--- src/rtl/id_pipe_stage_pkg.sv ---
// Shared MIPS decode constants for the ID stage: opcodes, functs, ALU op/select codes,
// plus the combinational instruction decoder used by id_pipe_stage.
package id_pipe_stage_pkg;

    localparam logic [5:0] EXE_SPECIAL = 6'b000000;
    localparam logic [5:0] EXE_ANDI    = 6'b001100;
    localparam logic [5:0] EXE_ORI     = 6'b001101;
    localparam logic [5:0] EXE_XORI    = 6'b001110;
    localparam logic [5:0] EXE_LUI     = 6'b001111;
    localparam logic [5:0] EXE_LW      = 6'b100011;

    localparam logic [5:0] FUNCT_AND = 6'b100100;
    localparam logic [5:0] FUNCT_OR  = 6'b100101;
    localparam logic [5:0] FUNCT_XOR = 6'b100110;
    localparam logic [5:0] FUNCT_NOR = 6'b100111;

    localparam logic [7:0] EXE_NOP_OP = 8'b00000000;
    localparam logic [7:0] EXE_AND_OP = 8'b00100100;
    localparam logic [7:0] EXE_OR_OP  = 8'b00100101;
    localparam logic [7:0] EXE_XOR_OP = 8'b00100110;
    localparam logic [7:0] EXE_NOR_OP = 8'b00100111;
    localparam logic [7:0] EXE_LUI_OP = 8'b01011100;
    localparam logic [7:0] EXE_LW_OP  = 8'b11100011;

    localparam logic [2:0] EXE_RES_NOP   = 3'b000;
    localparam logic [2:0] EXE_RES_LOGIC = 3'b001;
    localparam logic [2:0] EXE_RES_LOAD  = 3'b111;

    localparam logic [31:0] ZeroWord   = 32'h0000_0000;
    localparam logic [4:0]  NOPRegAddr = 5'b00000;

    typedef struct packed {
        logic [7:0]  aluop;
        logic [2:0]  alusel;
        logic        re1;
        logic        re2;
        logic [31:0] imm;
        logic [4:0]  wd;
        logic        wreg;
        logic        invalid;
    } dec_t;

    function automatic dec_t decode(input logic [31:0] inst);
        dec_t d;
        d         = '0;
        d.aluop   = EXE_NOP_OP;
        d.alusel  = EXE_RES_NOP;
        d.wd      = NOPRegAddr;
        d.invalid = 1'b1;
        case (inst[31:26])
            EXE_ORI, EXE_ANDI, EXE_XORI: begin
                d.re1     = 1'b1;
                d.imm     = {16'h0000, inst[15:0]};
                d.wd      = inst[20:16];
                d.wreg    = 1'b1;
                d.alusel  = EXE_RES_LOGIC;
                d.invalid = 1'b0;
                d.aluop   = (inst[31:26] == EXE_ORI)  ? EXE_OR_OP  :
                            (inst[31:26] == EXE_ANDI) ? EXE_AND_OP : EXE_XOR_OP;
            end
            EXE_LUI: begin
                d.imm     = {inst[15:0], 16'h0000};
                d.wd      = inst[20:16];
                d.wreg    = 1'b1;
                d.alusel  = EXE_RES_LOGIC;
                d.aluop   = EXE_LUI_OP;
                d.invalid = 1'b0;
            end
            EXE_LW: begin
                d.re1     = 1'b1;
                d.imm     = {{16{inst[15]}}, inst[15:0]};
                d.wd      = inst[20:16];
                d.wreg    = 1'b1;
                d.alusel  = EXE_RES_LOAD;
                d.aluop   = EXE_LW_OP;
                d.invalid = 1'b0;
            end
            EXE_SPECIAL: begin
                if (inst[5:2] == 4'b1001) begin
                    // rd=0 still writes; the regfile drops writes to $0
                    d.re1     = 1'b1;
                    d.re2     = 1'b1;
                    d.wd      = inst[15:11];
                    d.wreg    = 1'b1;
                    d.alusel  = EXE_RES_LOGIC;
                    d.invalid = 1'b0;
                    case (inst[5:0])
                        FUNCT_AND: d.aluop = EXE_AND_OP;
                        FUNCT_OR:  d.aluop = EXE_OR_OP;
                        FUNCT_XOR: d.aluop = EXE_XOR_OP;
                        default:   d.aluop = EXE_NOR_OP;
                    endcase
                end
            end
            default: ;
        endcase
        return d;
    endfunction

endpackage

--- src/rtl/id_pipe_stage_if.sv ---
// ID/EX pipeline register bus: payload plus valid/ready handshake toward EX.
interface id_pipe_stage_if #(
    parameter int DATA_W   = 32,
    parameter int REG_AW   = 5,
    parameter int ALUOP_W  = 8,
    parameter int ALUSEL_W = 3
);
    logic                ex_valid_o;
    logic                ex_ready_i;
    logic [ALUOP_W-1:0]  aluop_o;
    logic [ALUSEL_W-1:0] alusel_o;
    logic [DATA_W-1:0]   reg1_o;
    logic [DATA_W-1:0]   reg2_o;
    logic [REG_AW-1:0]   wd_o;
    logic                wreg_o;
    logic [DATA_W-1:0]   pc_o;
    logic                inst_invalid_o;

    modport master (
        output ex_valid_o, aluop_o, alusel_o, reg1_o, reg2_o, wd_o, wreg_o, pc_o, inst_invalid_o,
        input  ex_ready_i
    );
    modport slave (
        input  ex_valid_o, aluop_o, alusel_o, reg1_o, reg2_o, wd_o, wreg_o, pc_o, inst_invalid_o,
        output ex_ready_i
    );
endinterface

--- src/rtl/id_operand_mux.sv ---
// One regfile read port: forwarding select (EX over MEM) and load-use hazard compare.
module id_operand_mux #(
    parameter int DATA_W = 32,
    parameter int REG_AW = 5,
    parameter int FWD_EN = 1
) (
    input  logic              re,
    input  logic [REG_AW-1:0] addr,
    input  logic [DATA_W-1:0] rdata,
    input  logic [DATA_W-1:0] fallback,
    input  logic              ex_wreg,
    input  logic [REG_AW-1:0] ex_wd,
    input  logic [DATA_W-1:0] ex_wdata,
    input  logic              ex_is_load,
    input  logic              mem_wreg,
    input  logic [REG_AW-1:0] mem_wd,
    input  logic [DATA_W-1:0] mem_wdata,
    output logic [DATA_W-1:0] operand,
    output logic              hazard
);
    localparam bit FWD = (FWD_EN != 0);

    logic ex_hit, mem_hit, live;

    assign live    = re && (addr != '0);
    assign ex_hit  = ex_wreg && (ex_wd == addr);
    assign mem_hit = mem_wreg && (mem_wd == addr);

    always_comb begin
        operand = fallback;
        if (re) begin
            if (addr == '0)          operand = '0;
            else if (FWD && ex_hit)  operand = ex_wdata;
            else if (FWD && mem_hit) operand = mem_wdata;
            else                     operand = rdata;
        end
    end

    // Without forwarding every in-flight writer of this register must drain first
    assign hazard = live && ((ex_is_load && ex_hit) || (!FWD && (ex_hit || mem_hit)));

endmodule

--- src/rtl/id_pipe_stage.sv ---
// Registered MIPS instruction-decode stage driving the ID/EX register with
// valid/ready handshake, flush, EX/MEM forwarding and load-use stall.
module id_pipe_stage
    import id_pipe_stage_pkg::*;
#(
    parameter int DATA_W   = 32,
    parameter int REG_AW   = 5,
    parameter int ALUOP_W  = 8,
    parameter int ALUSEL_W = 3,
    parameter int FWD_EN   = 1
) (
    input  logic              clk,
    input  logic              rst,
    input  logic              if_valid_i,
    input  logic [DATA_W-1:0] pc_i,
    input  logic [31:0]       inst_i,
    output logic              id_ready_o,
    input  logic              flush_i,
    output logic              reg1_read_o,
    output logic              reg2_read_o,
    output logic [REG_AW-1:0] reg1_addr_o,
    output logic [REG_AW-1:0] reg2_addr_o,
    input  logic [DATA_W-1:0] reg1_data_i,
    input  logic [DATA_W-1:0] reg2_data_i,
    input  logic              ex_wreg_i,
    input  logic [REG_AW-1:0] ex_wd_i,
    input  logic [DATA_W-1:0] ex_wdata_i,
    input  logic              ex_is_load_i,
    input  logic              mem_wreg_i,
    input  logic [REG_AW-1:0] mem_wd_i,
    input  logic [DATA_W-1:0] mem_wdata_i,
    id_pipe_stage_if.master   idex
);
    dec_t dec;
    logic [1:0]             re_v, hz_v;
    logic [1:0][REG_AW-1:0] addr_v;
    logic [1:0][DATA_W-1:0] rdata_v, fb_v, op_v;
    logic                   hazard, advance, load;

    assign dec         = decode(inst_i);
    assign re_v        = {dec.re2, dec.re1};
    assign addr_v[0]   = REG_AW'(inst_i[25:21]);
    assign addr_v[1]   = REG_AW'(inst_i[20:16]);
    assign rdata_v     = {reg2_data_i, reg1_data_i};
    assign fb_v[0]     = '0;
    assign fb_v[1]     = DATA_W'(dec.imm);

    assign reg1_read_o = dec.re1;
    assign reg2_read_o = dec.re2;
    assign reg1_addr_o = addr_v[0];
    assign reg2_addr_o = addr_v[1];

    for (genvar p = 0; p < 2; p++) begin : g_port
        id_operand_mux #(.DATA_W(DATA_W), .REG_AW(REG_AW), .FWD_EN(FWD_EN)) u_mux (
            .re        (re_v[p]),
            .addr      (addr_v[p]),
            .rdata     (rdata_v[p]),
            .fallback  (fb_v[p]),
            .ex_wreg   (ex_wreg_i),
            .ex_wd     (ex_wd_i),
            .ex_wdata  (ex_wdata_i),
            .ex_is_load(ex_is_load_i),
            .mem_wreg  (mem_wreg_i),
            .mem_wd    (mem_wd_i),
            .mem_wdata (mem_wdata_i),
            .operand   (op_v[p]),
            .hazard    (hz_v[p])
        );
    end

    assign hazard     = |hz_v;
    assign advance    = ~idex.ex_valid_o | idex.ex_ready_i;
    assign load       = advance & if_valid_i & ~hazard & ~flush_i;
    // Flush drops whatever is presented, so upstream may always hand it over
    assign id_ready_o = ~rst & (flush_i | (advance & ~hazard));

    always_ff @(posedge clk or posedge rst) begin
        if (rst) begin
            idex.ex_valid_o     <= 1'b0;
            idex.aluop_o        <= '0;
            idex.alusel_o       <= '0;
            idex.reg1_o         <= '0;
            idex.reg2_o         <= '0;
            idex.wd_o           <= '0;
            idex.wreg_o         <= 1'b0;
            idex.pc_o           <= '0;
            idex.inst_invalid_o <= 1'b0;
        end else if (flush_i) begin
            idex.ex_valid_o <= 1'b0;
        end else if (advance) begin
            idex.ex_valid_o <= load;
            if (load) begin
                idex.aluop_o        <= ALUOP_W'(dec.aluop);
                idex.alusel_o       <= ALUSEL_W'(dec.alusel);
                idex.reg1_o         <= op_v[0];
                idex.reg2_o         <= op_v[1];
                idex.wd_o           <= REG_AW'(dec.wd);
                idex.wreg_o         <= dec.wreg;
                idex.pc_o           <= pc_i;
                idex.inst_invalid_o <= dec.invalid;
            end
        end
    end

endmodule

--- src/flat_wrapper.sv ---
// flat-port wrapper written by rule: the top's interface ports become plain ports
module id_pipe_stage_flat import id_pipe_stage_pkg::*;
#(
    parameter int DATA_W   = 32,
    parameter int REG_AW   = 5,
    parameter int ALUOP_W  = 8,
    parameter int ALUSEL_W = 3,
    parameter int FWD_EN   = 1
)
  (clk, rst, if_valid_i, pc_i, inst_i, id_ready_o, flush_i, reg1_read_o, reg2_read_o, reg1_addr_o, reg2_addr_o, reg1_data_i, reg2_data_i, ex_wreg_i, ex_wd_i, ex_wdata_i, ex_is_load_i, mem_wreg_i, mem_wd_i, mem_wdata_i, idex_ex_valid_o, idex_aluop_o, idex_alusel_o, idex_reg1_o, idex_reg2_o, idex_wd_o, idex_wreg_o, idex_pc_o, idex_inst_invalid_o, idex_ex_ready_i);
  id_pipe_stage_if #(.DATA_W(DATA_W), .REG_AW(REG_AW), .ALUOP_W(ALUOP_W), .ALUSEL_W(ALUSEL_W)) idex_i ();
  input  logic clk;
  input  logic rst;
  input  logic if_valid_i;
  input  logic [DATA_W-1:0] pc_i;
  input  logic [31:0] inst_i;
  output logic id_ready_o;
  input  logic flush_i;
  output logic reg1_read_o;
  output logic reg2_read_o;
  output logic [REG_AW-1:0] reg1_addr_o;
  output logic [REG_AW-1:0] reg2_addr_o;
  input  logic [DATA_W-1:0] reg1_data_i;
  input  logic [DATA_W-1:0] reg2_data_i;
  input  logic ex_wreg_i;
  input  logic [REG_AW-1:0] ex_wd_i;
  input  logic [DATA_W-1:0] ex_wdata_i;
  input  logic ex_is_load_i;
  input  logic mem_wreg_i;
  input  logic [REG_AW-1:0] mem_wd_i;
  input  logic [DATA_W-1:0] mem_wdata_i;
  output wire logic [$bits(idex_i.ex_valid_o)-1:0] idex_ex_valid_o;
  output wire logic [$bits(idex_i.aluop_o)-1:0] idex_aluop_o;
  output wire logic [$bits(idex_i.alusel_o)-1:0] idex_alusel_o;
  output wire logic [$bits(idex_i.reg1_o)-1:0] idex_reg1_o;
  output wire logic [$bits(idex_i.reg2_o)-1:0] idex_reg2_o;
  output wire logic [$bits(idex_i.wd_o)-1:0] idex_wd_o;
  output wire logic [$bits(idex_i.wreg_o)-1:0] idex_wreg_o;
  output wire logic [$bits(idex_i.pc_o)-1:0] idex_pc_o;
  output wire logic [$bits(idex_i.inst_invalid_o)-1:0] idex_inst_invalid_o;
  input wire logic [$bits(idex_i.ex_ready_i)-1:0] idex_ex_ready_i;
  assign idex_ex_valid_o = idex_i.ex_valid_o;
  assign idex_aluop_o = idex_i.aluop_o;
  assign idex_alusel_o = idex_i.alusel_o;
  assign idex_reg1_o = idex_i.reg1_o;
  assign idex_reg2_o = idex_i.reg2_o;
  assign idex_wd_o = idex_i.wd_o;
  assign idex_wreg_o = idex_i.wreg_o;
  assign idex_pc_o = idex_i.pc_o;
  assign idex_inst_invalid_o = idex_i.inst_invalid_o;
  assign idex_i.ex_ready_i = idex_ex_ready_i;
  id_pipe_stage #(.DATA_W(DATA_W), .REG_AW(REG_AW), .ALUOP_W(ALUOP_W), .ALUSEL_W(ALUSEL_W), .FWD_EN(FWD_EN)) u_core (.clk(clk), .rst(rst), .if_valid_i(if_valid_i), .pc_i(pc_i), .inst_i(inst_i), .id_ready_o(id_ready_o), .flush_i(flush_i), .reg1_read_o(reg1_read_o), .reg2_read_o(reg2_read_o), .reg1_addr_o(reg1_addr_o), .reg2_addr_o(reg2_addr_o), .reg1_data_i(reg1_data_i), .reg2_data_i(reg2_data_i), .ex_wreg_i(ex_wreg_i), .ex_wd_i(ex_wd_i), .ex_wdata_i(ex_wdata_i), .ex_is_load_i(ex_is_load_i), .mem_wreg_i(mem_wreg_i), .mem_wd_i(mem_wd_i), .mem_wdata_i(mem_wdata_i), .idex(idex_i));
endmodule
--- config.mk ---
export PLATFORM = sky130hd
export DESIGN_NAME = id_pipe_stage_flat
export DESIGN_NICKNAME = d
export VERILOG_FILES = /design/src/rtl/id_pipe_stage_pkg.sv /design/src/rtl/id_pipe_stage_if.sv /design/src/rtl/id_operand_mux.sv /design/src/rtl/id_pipe_stage.sv /design/src/flat_wrapper.sv
export SDC_FILE = /design/constraint.sdc
export NUM_CORES = 1
export LEC_CHECK = 0
export CORE_MARGIN = 2
export CORE_UTILIZATION = 34
export CTS_CLUSTER_DIAMETER = 150
export CTS_CLUSTER_SIZE = 40
export DETAILED_ROUTE_END_ITERATION = 10
export GPL_ROUTABILITY_DRIVEN = 0
export PLACE_DENSITY = 0.69
export SYNTH_ARGS = -nofsm -noshare
export SYNTH_HDL_FRONTEND = slang
export SYNTH_SLANG_ARGS = --single-unit
--- constraint.sdc ---
create_clock -name clk -period 7.3 [get_ports clk]
set_clock_uncertainty 0.1 [all_clocks]
set_input_delay 1.46 -clock clk [delete_from_list [all_inputs] [get_ports clk]]
set_output_delay 1.46 -clock clk [all_outputs]
set_load 0.01 [all_outputs]
After elaboration in Yosys (flattened, before gate mapping)
Cells that the tools add are included. W data, S select, Z words.

Eq/ne operators: 13. Multiplexer cells: 20. Bitwise gates (word level): 11. Reductions and logical operators: 21.

Operators with widths (number): $mux W32 (8); $pmux W32 S3 (1); $pmux W11 S4 (1); $eq A6 B4 Y1 const B (4); $eq A6 B6 Y1 const B (4); $eq A5 B5 Y1 (4); $pmux W7 S2 (1); $mux W11 (1); $logic_and A1 B1 Y1 (10); $logic_not A5 Y1 (2); $reduce_bool A5 Y1 (2); $mux W8 (1); $mux W7 (1); $logic_not A6 Y1 (1); $pmux W2 S3 (1); $and A1 B1 Y1 (5); $reduce_or A5 Y1 (1); $eq A4 B4 Y1 const B (1); $not A1 Y1 (4); $reduce_or A4 Y1 (1); $mux W1 (3); $reduce_and A3 Y1 (1); $reduce_or A3 Y1 (1); $mux W2 (1); other kinds (4) (5).

Register bits after elaboration: 115. Input bits: 210. Output and inout bits: 128. Logic and storage cells: 74.

Depth between registers and ports, before layout
Depth in word-level cells: 12. Gate-level depth with buffers: 9. Mapped depth without buffers: 7.

Hierarchy
From an unflattened synthesis, not the netlist that was laid out.

Cell total of the unflattened synthesis: 863. Area, all modules: 7280.7 um^2.

Modules (own cells, without submodules): id_pipe_stage (instances 1, cells each 543, area each 4750.8 um^2); id_operand_mux (instances 2, cells each 160, area each 1265.0 um^2).

Worst setup path after synthesis
OpenSTA, ideal clock, no wires.

Kind: input-to-output. Start point: in rst. End point: out id_ready_o. Data arrival time: 4140 ps. Data required time: 5740 ps. Path slack: 1600 ps. Stages on the path: 2. Cells stage by stage: inv_1 -> o21a_1.

Longest elaborated chain between the ends: 2.

RTL lines: start, declared (line flat_wrapper.sv:13) `input logic rst;`; $not A1 Y1 (line id_pipe_stage.sv:75) `assign id_ready_o = ~rst & (flush_i | (advance & ~hazard));`; $and A1 B1 Y1 (line id_pipe_stage.sv:75); end, declared (line flat_wrapper.sv:17) `output logic id_ready_o;`.

Every way passes these cells.

Worst setup path in the final report
Start point: in inst_i[2]. End point: out id_ready_o.

Longest elaborated chain between the ends: 10. Elaborated cells on any way between the ends: 13.

RTL lines: start, declared (line flat_wrapper.sv:16) `input logic [31:0] inst_i;`; $eq A4 B4 Y1 (*) (line id_pipe_stage_pkg.sv:79) `if (inst[5:2] == 4'b1001) begin`; $mux W11 (*) (line id_pipe_stage_pkg.sv:79); $pmux W1 S2 / $mux W1 (equally long branches) (line id_pipe_stage_pkg.sv:50) `case (inst[31:26])`; $logic_and A1 B1 Y1 (line id_operand_mux.sv:25) `assign live = re && (addr != '0);`; $logic_and A1 B1 Y1 (line id_operand_mux.sv:40) `assign hazard = live && ((ex_is_load && ex_hit) || (!FWD && (ex_hit || mem_hit)));`; $reduce_or A2 Y1 (*) (line id_pipe_stage.sv:71) `assign hazard = |hz_v;`; $not A1 Y1 (*) (line id_pipe_stage.sv:75); $and A1 B1 Y1 (*) (line id_pipe_stage.sv:75); $or A1 B1 Y1 (*) (line id_pipe_stage.sv:75); $and A1 B1 Y1 (*) (line id_pipe_stage.sv:75).

Every way passes the cells marked *; elsewhere a longest branch is shown, timed or not.

==> run_summary.xml <==
<?xml version="1.0" encoding="UTF-8"?>
<metrics>
  <group name="clock_tree">
    <metric name="number_of_buffers_inserted_during_clock_tree_synthesis" unit="">9</metric>
    <metric name="clk_latency" unit="ns">0.35</metric>
    <metric name="cts_root_buf" unit="">sky130_fd_sc_hd__clkbuf_16</metric>
    <metric name="cts-resized-gates" unit="">0</metric>
    <metric name="cts_tree" unit="">yes</metric>
    <metric name="cts_htree_levels" unit="">3</metric>
    <metric name="cts_num_sinks" unit="">112</metric>
    <metric name="ctsLongestPathBuffers" unit="">2</metric>
    <metric name="cts_hold_repair_buffers" unit="">0</metric>
    <metric name="cts.repair_timing.setup_buffer_count" unit="">0</metric>
    <metric name="clk_pin_slew_worst_paths" unit="ns">0.09</metric>
  </group>
  <group name="synth">
    <metric name="synth.cell_area" unit="sq um">6900</metric>
    <metric name="syn-num-nets" unit="">868</metric>
    <metric name="ys_top_cells_by_area" unit="">sky130_fd_sc_hd__dfrtp_1 41%, sky130_fd_sc_hd__mux2_4 17%, sky130_fd_sc_hd__a211oi_1 7.0%</metric>
    <metric name="synth.yosys.warnings" unit="">0</metric>
    <metric name="synth.top_cell.area_share" unit="">0.406</metric>
    <metric name="synth_flop_cell" unit="">sky130_fd_sc_hd__dfrtp_1</metric>
    <metric name="ys_top_cells_by_count" unit="">112 x sky130_fd_sc_hd__dfrtp_1, 78 x sky130_fd_sc_hd__mux2_4, 65 x sky130_fd_sc_hd__o21ai_0, 64 x sky130_fd_sc_hd__a211oi_1, 57 x sky130_fd_sc_hd__nand2_1</metric>
    <metric name="top_count_cell_post_synth" unit="">sky130_fd_sc_hd__dfrtp_1</metric>
    <metric name="ys_types" unit="">35</metric>
    <metric name="postSynthRegisterBits" unit="">112</metric>
    <metric name="synth.avg_cell_area" unit="sq um">10.5</metric>
    <metric name="async_flop_share" unit="">1.00</metric>
    <metric name="synth.yosys.seq_area_share" unit="">0.406</metric>
    <metric name="syn_inst" unit="">658</metric>
    <metric name="yosysTopAreaCell" unit="">sky130_fd_sc_hd__dfrtp_1</metric>
    <metric name="synth_enable_flop_cells" unit="">0</metric>
  </group>
  <group name="worst_setup_path">
    <metric name="critPathLaunchType" unit="">input pin</metric>
    <metric name="slowest_delay" unit="ns">0.62</metric>
    <metric name="criticalPathCategory" unit="">in -&gt; out</metric>
    <metric name="cp_data_required_time" unit="ns">5.74</metric>
    <metric name="arrival" unit="ns">4.23</metric>
    <metric name="kind_of_cell_with_the_highest_combined_delay_on_the_critical_path" unit="">buffers and inverters</metric>
    <metric name="critPathMostFrequentCell" unit="">sky130_fd_sc_hd__clkdlybuf4s50_1</metric>
    <metric name="critical_path.cell_chain" unit="">clkdlybuf4s50_1 -&gt; nor4bb_1 -&gt; nand4_1 -&gt; clkinv_1 -&gt; nand3b_1 -&gt; o21ai_1 -&gt; a31oi_1 -&gt; o21a_1 -&gt; clkdlybuf4s50_1</metric>
    <metric name="timing.critical_path.to_type" unit="">primary output</metric>
    <metric name="slowest_stage" unit="">sky130_fd_sc_hd__nor4bb_1</metric>
    <metric name="worst-path-buf-inv" unit="">3</metric>
    <metric name="critical_path.max_fanout" unit="">9</metric>
  </group>
  <group name="sta">
    <metric name="finalHoldViolations" unit="">0</metric>
    <metric name="setup-violations-final" unit="">0</metric>
    <metric name="finalHoldWorstSlack" unit="ns">0.410</metric>
    <metric name="finalCriticalPeriod" unit="ns">5.79</metric>
    <metric name="max_slew_margin" unit="">0.429</metric>
    <metric name="slew_violations" unit="">0</metric>
    <metric name="worst_pin_slew" unit="ns">0.857</metric>
    <metric name="timing.final.crit_share" unit="">0.793</metric>
    <metric name="fmaxAchievable" unit="MHz">173</metric>
    <metric name="accumulated_negative_setup_slack" unit="ns">0</metric>
    <metric name="grt_setup_unrepaired" unit="">no</metric>
    <metric name="final_critical_path_setup_slack" unit="ns">1.51</metric>
  </group>
  <group name="global_routing">
    <metric name="grt_overflow" unit="">0</metric>
    <metric name="grt_pass1_wl" unit="um">39800</metric>
    <metric name="maximum_number_of_pins_on_one_net_before_global_route_repair" unit="">89</metric>
    <metric name="grt_pass1_vias" unit="">6418</metric>
    <metric name="gr-usage-all-layers" unit="">0.242</metric>
    <metric name="grt_antenna_before_repair" unit="">0</metric>
  </group>
  <group name="run_status">
    <metric name="status" unit="">finished, final reports clean</metric>
  </group>
  <group name="cells_and_area">
    <metric name="share_of_the_core_filled_with_cells" unit="">0.532</metric>
    <metric name="fin_nets" unit="">1162</metric>
    <metric name="fraction_of_final_layout_cells_with_drive_strength_greater_than_1" unit="">0.152</metric>
    <metric name="design_area" unit="sq um">10700</metric>
    <metric name="finalNonFillerCells" unit="">1227</metric>
    <metric name="n_fill_cell" unit="">1877</metric>
    <metric name="num_antenna_cells" unit="">0</metric>
    <metric name="synthToLayoutAreaGrowth" unit="%">54.6</metric>
  </group>
  <group name="die">
    <metric name="fp.dieArea" unit="sq um">21400</metric>
    <metric name="die_h" unit="um">146</metric>
    <metric name="die_w" unit="um">146</metric>
    <metric name="placement_rows" unit="">52</metric>
    <metric name="design.core.area" unit="sq um">20000</metric>
    <metric name="initial_utilization" unit="">0.344</metric>
    <metric name="ios" unit="">338</metric>
  </group>
  <group name="power">
    <metric name="p_per_area" unit="nW/um^2">154</metric>
    <metric name="p_total" unit="mW">1.64</metric>
    <metric name="leakagePower" unit="nW">4.42</metric>
    <metric name="vdd_drop_max" unit="mV">0.122</metric>
  </group>
  <group name="placed_design">
    <metric name="placed_cells" unit="">1211</metric>
    <metric name="placement.io_buffers" unit="">337</metric>
    <metric name="preCtsSetupSlack" unit="ns">1.60</metric>
    <metric name="dp_hpwl" unit="um">19400</metric>
    <metric name="detailed_place.area" unit="sq um">10400</metric>
  </group>
  <group name="route">
    <metric name="antenna_violating_nets_post_route" unit="">0</metric>
    <metric name="first_drt_pass_iteration_count" unit="">5</metric>
    <metric name="drcViolationCount" unit="">0</metric>
    <metric name="route.final.wire_length" unit="um">26400</metric>
    <metric name="wl_per_cell" unit="um">21.5</metric>
    <metric name="viasPerCell" unit="">5.16</metric>
    <metric name="drt_first_iter_violations" unit="">376</metric>
    <metric name="vias" unit="">6330</metric>
  </group>
  <group name="min_path">
    <metric name="holdCritPathClass" unit="">reg -&gt; reg</metric>
  </group>
  <group name="run">
    <metric name="maxCapViolCount" unit="">0</metric>
  </group>
</metrics>
[routing by layer]
metal	share of wire	up-vias	track usage
li1	-	2957	-
met1	0.42	3060	0.313
met2	0.48	276	0.404
met3	0.068	37	0.0513
met4	0.028	0	0.0825
met5	0	-	0
[where the power goes]
part / internal (mW) / switching (mW) / leakage [nW] / total, mW
clock network: 0.243 / 0.263 / 0.143 / 0.506
logic: 0.265 / 0.178 / 2.80 / 0.443
registers: 0.666 / 0.0230 / 1.48 / 0.689
total: 1.17 / 0.464 / 4.42 / 1.64
[layout make-up]
class | count | area, sq um | share of cell area
Sequential cell | 112 | 2800 | 0.263
Timing Repair Buffer | 350 | 3480 | 0.327
Clock buffer | 9 | 225 | 0.0211
Tap cell | 270 | 338 | 0.0317
Multi-Input combinational cell | 472 | 3710 | 0.348
Clock inverter | 7 | 72.6 | 0.00681
Inverter | 7 | 28.8 | 0.00270
[kinds of logic (layout without fill, tap and decap cells)]
logic type,after synthesis,count (layout),synth area share
flops,112,112,0.406
xor+xnor,20,20,0.0254
buf+inv,74,373,0.0582
compound gates,156,156,0.142
mux,143,143,0.270
simple gates,153,153,0.0976
[final timing paths]
path                            slack [ns]                                from  cells after the start                                to
worst max-delay path                  1.51                           inst_i[2]                      9                        id_ready_o
worst min-delay path                  0.41     u_core.idex.pc_o[5]$_DFFE_PP0P_                      1   u_core.idex.pc_o[5]$_DFFE_PP0P_
worst max register to register        4.84  u_core.idex.ex_valid_o$_DFFE_PP0P_                      5  u_core.idex.pc_o[24]$_DFFE_PP0P_
worst min register to register        0.41     u_core.idex.pc_o[5]$_DFFE_PP0P_                      1   u_core.idex.pc_o[5]$_DFFE_PP0P_
max in group asynchronous             4.33                                 rst                      3   u_core.idex.wd_o[0]$_DFFE_PP0P_
min in group asynchronous             1.49                                 rst                      2   u_core.idex.pc_o[7]$_DFFE_PP0P_
[state kept, by name, summed over array words and instances, names as in the netlist]
name	cells
u_core.idex.aluop_o	6
u_core.idex.alusel_o	2
u_core.idex.ex_valid_o	1
u_core.idex.inst_invalid_o	1
u_core.idex.pc_o	32
u_core.idex.reg1_o	32
u_core.idex.reg2_o	32
u_core.idex.wd_o	5
u_core.idex.wreg_o	1
[cell usage in the layout (no fill, tap or decap), types with 11 or more instances in the layout]
cell type	n
sky130_fd_sc_hd__nand2_1	57
sky130_fd_sc_hd__nor3_1	33
sky130_fd_sc_hd__dfrtp_1	112
sky130_fd_sc_hd__nor2_1	38
sky130_fd_sc_hd__mux2_4	78
sky130_fd_sc_hd__clkdlybuf4s50_1	337
sky130_fd_sc_hd__a21oi_1	15
sky130_fd_sc_hd__mux2_2	32
sky130_fd_sc_hd__o21ai_0	65
sky130_fd_sc_hd__a211oi_1	64
sky130_fd_sc_hd__mux2i_1	33
sky130_fd_sc_hd__buf_4	12
sky130_fd_sc_hd__xnor2_1	11
No activity file was read; power rests on OpenSTA's default activity.
